[src/rtl/imm_packer.sv]
// Immediate packer: classifies an immediate by control-unit op and queues it in a 2-deep FIFO.
// Define IMM_PACKER_RANGE_CHECK_EN to flag immediates that do not fit their encoding.
module imm_packer (
  input  logic        clk,
  input  logic        nrst,
  input  logic        in_valid,
  output logic        in_ready,
  input  logic [5:0]  in_cuop,
  input  logic [31:0] in_imm,
  output logic        out_valid,
  input  logic        out_ready,
  output logic [19:0] out_field,
  output logic [5:0]  out_cuop,
  output logic        out_err,
  output logic [7:0]  err_count
);

`ifdef IMM_PACKER_RANGE_CHECK_EN
  localparam logic RC = 1'b1;
`else
  localparam logic RC = 1'b0;
`endif

  typedef struct packed {
    logic [19:0] field;
    logic [5:0]  cuop;
    logic        err;
  } beat_t;

  beat_t pk;
  beat_t mem [2];
  logic       wr_ptr;
  logic       rd_ptr;
  logic [1:0] count;
  logic       full;
  logic       empty;
  logic       push;
  logic       pop;

  logic is_u, is_j, is_b, is_i, is_sh, is_r;
  logic fit12, fit13, fit21;

  assign is_u  = in_cuop <= 6'd1;
  assign is_j  = in_cuop == 6'd2;
  assign is_b  = in_cuop >= 6'd4 && in_cuop <= 6'd9;
  assign is_i  = in_cuop == 6'd3 ||
                 (in_cuop >= 6'd10 && in_cuop <= 6'd24);
  assign is_sh = in_cuop >= 6'd25 && in_cuop <= 6'd27;
  assign is_r  = in_cuop >= 6'd28 && in_cuop <= 6'd37;

  // Signed fit: all bits above the top field bit equal the sign bit.
  assign fit12 = &in_imm[31:11] | ~|in_imm[31:11];
  assign fit13 = &in_imm[31:12] | ~|in_imm[31:12];
  assign fit21 = &in_imm[31:20] | ~|in_imm[31:20];

  always_comb begin
    pk      = '0;
    pk.cuop = in_cuop;
    unique case (1'b1)
      is_u: begin
        pk.field = in_imm[31:12];
        pk.err   = RC & (|in_imm[11:0]);
      end
      is_j: begin
        pk.field = in_imm[20:1];
        pk.err   = RC & (~fit21 | in_imm[0]);
      end
      is_b: begin
        pk.field = {8'b0, in_imm[12:1]};
        pk.err   = RC & (~fit13 | in_imm[0]);
      end
      is_i: begin
        pk.field = {8'b0, in_imm[11:0]};
        pk.err   = RC & ~fit12;
      end
      is_sh: begin
        pk.field = {15'b0, in_imm[4:0]};
        pk.err   = RC & (|in_imm[31:5]);
      end
      is_r: begin
        pk.field = '0;
        pk.err   = 1'b0;
      end
      default: begin
        pk.field = '0;
        pk.err   = 1'b1;
      end
    endcase
  end

  assign full     = count == 2'd2;
  assign empty    = count == 2'd0;
  assign in_ready = ~full;
  assign out_valid = ~empty;
  assign push     = in_valid & in_ready;
  assign pop      = out_valid & out_ready;

  assign out_field = mem[rd_ptr].field;
  assign out_cuop  = mem[rd_ptr].cuop;
  assign out_err   = mem[rd_ptr].err;

  always_ff @(posedge clk or negedge nrst) begin
    if (!nrst) begin
      mem[0]    <= '0;
      mem[1]    <= '0;
      wr_ptr    <= 1'b0;
      rd_ptr    <= 1'b0;
      count     <= 2'd0;
      err_count <= 8'd0;
    end else begin
      if (push) begin
        mem[wr_ptr] <= pk;
        wr_ptr      <= ~wr_ptr;
      end
      if (pop)
        rd_ptr <= ~rd_ptr;
      unique case ({push, pop})
        2'b10:   count <= count + 2'd1;
        2'b01:   count <= count - 2'd1;
        default: count <= count;
      endcase
      if (push && pk.err && err_count != 8'hFF)
        err_count <= err_count + 8'd1;
    end
  end

endmodule

[config.mk]
export PLATFORM = sky130hd
export DESIGN_NAME = imm_packer
export DESIGN_NICKNAME = d
export VERILOG_FILES = /design/src/rtl/imm_packer.sv
export SDC_FILE = /design/constraint.sdc
export NUM_CORES = 1
export LEC_CHECK = 0
export CAP_MARGIN = 20
export CORE_MARGIN = 3
export CORE_UTILIZATION = 46
export CTS_BUF_LIST = sky130_fd_sc_hd__clkbuf_2 sky130_fd_sc_hd__clkbuf_4 sky130_fd_sc_hd__clkbuf_8
export CTS_CLUSTER_DIAMETER = 80
export DETAILED_ROUTE_END_ITERATION = 6
export GPL_ROUTABILITY_DRIVEN = 0
export HOLD_SLACK_MARGIN = 0.1
export PLACE_DENSITY = 0.75
export SLEW_MARGIN = 20
export SYNTH_ARGS = -nofsm -noshare
export SYNTH_HDL_FRONTEND = slang
export SYNTH_SLANG_ARGS = --single-unit
[constraint.sdc]
create_clock -name clk -period 2.4 [get_ports clk]
set_input_delay 0.48 -clock clk [delete_from_list [all_inputs] [get_ports clk]]
set_output_delay 0.48 -clock clk [all_outputs]
set_load 0.01 [all_outputs]
# After elaboration in Yosys (flattened, before gate mapping)
# Index checks and enable logic that the tools add are counted.
totals:
  mem_bits_ro: 0
  input_bits: 42
  latchBits: 0
  ff_bits: 66
  memories: 0
  ramBits: 0
  out_inout_bits: 37
classes:
  n_reduce_logical: 11
  n_mul: 0
  n_shift: 0
  bitwise: 8
  mux: 9
  eq_ne: 6
  div: 0
  addsub: 3
  magnitude_cmp: 12
op_table:
  columns: ["cell", "count"]
  rows:
  - ["27-bit 2-to-1 mux", 4]
  - ["20-bit case mux with 5 select lines", 1]
  - ["54-bit bitwise mux", 1]
  - ["27-bit demux with 1-bit select", 1]
  - ["6-bit by 2-bit equality test with 1-bit output, second input constant", 2]
  - ["6-bit by 5-bit greater-or-equal comparator with 1-bit output, second input constant", 2]
  - ["6-bit by 5-bit <= comparator with 1-bit output, second input constant", 2]
  - ["8-bit by 1-bit adder with 8-bit output, second input constant", 1]
  - ["8-bit inequality test, second input constant", 1]
  - ["1-bit logical AND", 7]
  - ["6-bit by 3-bit greater-or-equal comparator with 1-bit output, second input constant", 1]
  - ["6-bit by 4-bit greater-or-equal comparator with 1-bit output, second input constant", 1]
  - ["6-bit by 1-bit <= comparator with 1-bit output, second input constant", 1]
  - ["6-bit by 4-bit <= comparator with 1-bit output, second input constant", 1]
  - ["6-bit <= comparator, second input constant", 1]
  - ["6-bit OR reduction", 1]
  - ["2-bit equality test, second input constant", 2]
  - ["2-bit greater-or-equal comparator, second input constant", 2]
  - ["1-bit inverter", 4]
  - ["1-bit inverter with 2-bit output", 2]
  - ["2-bit case mux with 2 select lines", 1]
  - ["2-bit by 1-bit adder with 2-bit output, second input constant", 1]
  - ["1-bit bitwise AND", 2]
  - ["2-bit by 1-bit equality test with 1-bit output, second input constant", 1]
  - ["other kinds (6)", 6]

# Longest topological paths before layout
logic_depth:
  ltp_word: 7
  mapped_depth: 7

# Least setup slack after synthesis
# OpenSTA, ideal clock, no wires.
synth_path:
  kind: "flip-flop to output port"
  start: "reg rd_ptr"
  end: "out out_field[10]"
  arrival_time_ns: 1.392
  slack_ns: 0.528
  t_required_ns: 1.920
  path_buffers: 2
  stages_incl_launch_ff: 4
  cell_sequence: "dfrtp_1 -> clkbuf_1 -> buf_1 -> mux2_2"
synth_between:
  elab_chain_len: 4
synth_lines:
  columns: ["item", "line_no", "text"]
  rows:
  - ["start: declaration", "33", "logic rd_ptr;"]
  - ["start signal: assignment", "116", "rd_ptr <= ~rd_ptr;"]
  - ["1-bit inverter with 2-bit output (implied by the code)", "98", "assign out_field = mem[rd_ptr].field;"]
  - ["27-bit 2-to-1 mux (3 in a row)", null, null]
  - ["end: declaration", "12", "output logic [19:0] out_field,"]
# Every way passes these cells. The select of a mux whose other input is x is not followed.

# Worst setup path in the final report
layout_path:
  start: "reg rd_ptr"
  end: "out out_field[15]"
# Same word-level chain as after synthesis.

==> flow_summary.ini <==
[synthesis]
synth_top_family_by_area = compound AO/OA/AOI/OAI gates
synth_most_common_cell = nand2_1
muxShareOfSynthArea_pct = 9.67
synth-seq-area-share_pct = 48.9
netlist_area_um2 = 3380
yosysWarnings = 0
synth_edf_count = 0
synth_area_leader_cell = dfrtp_1
synthFlopType = dfrtp_1
synth_cell_types = 42
synth-compound-area-share_pct = 18.0
ys_ff_latch = 66
netlist_instances = 329
synth-simple-area-share_pct = 16.0
synth-xor-area-share_pct = 2.59
syn_avg_cell_area_um2 = 10.3
synthTopCellsByArea = dfrtp_1 49%, mux2_2 9.7%, nand2_1 7.8%, a221oi_1 4.1%, o21ai_0 3.3%
yosysTopAreaCellShare_pct = 48.9
async_flop_share_pct = 100
synthAdderAreaFrac_pct = 0.741
syn-num-nets = 373
synth_common_cells = 70 x nand2_1, 66 x dfrtp_1, 29 x mux2_2

[hold_path]
hp-class = in -> async

[timing]
setup_tns_ps = 0
tightest_slew_ps = 699
fin_crit_ps = 2320
skew_ps = 6.38
hold_viol = 0
setup_violations = 0
relSlewSlack_pct = 53.4
clock.fmax_mhz = 430
slew_violations = 0
rsz0062_at_grt = false
period_share_pct = 96.8

[pwr]
swShare_pct = 34.5
powerDensity_nw_per_um2 = 1060
p_leak_nw = 1.95
p_seq_share_pct = 36.3
clkPwrFrac_pct = 19.6
p_sw_mw = 1.64
p_int_mw = 3.13
ir_drop_mv = 0.734
power.total_mw = 4.77
power_frac_comb_pct = 44.1

[finish]
nets = 455
area_growth_pct = 32.8
final_util_pct = 64.6
final_area_um2 = 4490
drive_gt1_share_pct = 17.5
n_antenna_cell = 0
fillCellCount = 561

[floorplan]
core-area_um2 = 6940
die_area_um2 = 8410
dieHeight_um = 91.7
io_pins = 79
die_x_um = 91.7
row_count = 30
initial_core_util_pct = 48.6

[clock_tree]
numCtsBuffers = 9
cts.clk_slew.worst_paths_ps = 70
clk_latency_ps = 330
cts.sinks = 66
cts_setup_buffers = 0
h-tree-depth = 3
cts.path.max_buffers = 2
cts_tree = done
hold_buffers = 0
ctsResizeCount = 0
cts-root-buf = clkbuf_8

[critical_path]
cp.required_ps = 1920
critPathBufInv = 2
cp_data_arrival_time_ps = 1840
slowest_delay_ps = 510
path_class = reg -> out
cp.depth = 3
r2r_slack_ps = 680
rr_startpoint = count[0]$_DFFE_PN0P_
endpoint_kind = output port
worst-r2r-cell-count = 5
crit_path_start = rd_ptr$_DFFE_PN0P_
path_cells = buf_12 > mux2_2 > clkdlybuf4s50_1
cp_slowest_cell = clkdlybuf4s50_1
cp_max_fo = 27
critPathLaunchType = flop
cp_top_family = buffers and inverters
r2r-end = mem[9]$_DFFE_PN0P_

[route]
antenna_left = 0
vias = 2877
avgViaCountPerCell = 5.62
drt_iter0_drc = 119
drc = 0
routed_wl_mm = 8.53
wl_per_cell_um = 16.7
drtPass1Iterations = 5

[global_routing]
grt_overflow = 0
grt_max_degree = 67
grt_use_total_pct = 21.3
grt_pass1_vias = 2787
grt_pass1_wl_mm = 14.2
grt_antenna_before_repair = 0

[placement]
hpwlAfterDp_mm = 6.02
port_buffers = 78
dpl_cell_area_um2 = 4290

[status]
status = complete, no violations

[run]
maxCapViolations = 0
==> stage by stage <==
| stage | setup slack, ps | hold slack [ps] | std cells |
|---|---|---|---|
| CTS | 59.3 | 168 | 512 |
| global placement | 23.7 | 455 | 496 |
| floorplan | 528 | 184 | 329 |
| global route | 21.7 | 191 | 512 |
| detailed placement | -16.1 | 464 | 496 |
| finish | 76.9 | 151 | 512 |
==> power by group through the flow <==
| stage | clock network [mW] | logic, mW | registers [mW] |
|---|---|---|---|
| floorplan | 0 | 1.20 | 1.69 |
| global route | 1.00 | 2.31 | 1.78 |
| CTS | 0.954 | 2.13 | 1.73 |
| finish | 0.935 | 2.10 | 1.73 |
| detailed placement | 0 | 2.12 | 1.75 |
| global placement | 0 | 2.09 | 1.72 |
==> flip-flops by register name, indices dropped and copies added, names as in the netlist <==
name	flops
rd_ptr	1
count	2
err_count	8
wr_ptr	1
mem	54
==> layout by cell type, fill, tap and decap left out, types with 2 or more instances in the layout <==
cell type        synthesis  layout
clkdlybuf4s50_1          0      77
inv_1                    2       2
a221oi_1                16      16
clkinv_2                 0       3
and2_1                   3       3
buf_4                    5      14
xor2_1                   7       7
a311oi_1                 2       2
mux2_2                  29      29
dfrtp_1                 66      66
nand3_1                  5       5
o21ai_1                 13      13
a22oi_1                  8       8
nor4_2                   2       2
nand3b_1                 2       2
nand2b_1                 2       2
ha_1                     2       2
clkbuf_8                 0      10
o21ai_0                 22      22
and3_1                  10      10
o2bb2ai_1               10      10
buf_12                   0       2
xnor2_1                  3       3
nor2_1                  15      15
nand2_1                 70      70
==> per-layer routing <==
layer	share of wire (%)	global-route usage [%]	vias up
met5	0	0	-
met2	46	32.3	101
met3	6.8	4.84	10
met1	46	29.9	1410
li1	-	-	1356
met4	1.3	7.79	0
==> logic make-up after synthesis <==
| kind of cell | after synthesis |
|---|---|
| buffers and inverters | 25 |
| adder cells (fa/ha/maj) | 2 |
| AND/OR/NAND/NOR | 116 |
| AO/OA/AOI/OAI | 81 |
| XOR/XNOR | 10 |
| flip-flops | 66 |
| multiplexers | 29 |
==> how the worst max path moves through the flow <==
stage | end
after detailed placement | mem[21]$_DFFE_PN0P_
after floorplan | out_field[10]
after CTS | out_err
after global routing | out_field[15]
after global placement | mem[43]$_DFFE_PN0P_
final | out_field[15]
==> final cells by class <==
class | count | area, µm² | share of cell area, %
timing repair buffer | 94 | 921 | 20.5
inverter | 2 | 7.51 | 0.167
multi-input combinational | 238 | 1590 | 35.4
clock buffer | 11 | 145 | 3.24
clock inverter | 5 | 53.8 | 1.20
sequential | 66 | 1650 | 36.8
tap | 96 | 120 | 2.68
Note: power is estimated with default switching activity, not from simulation.
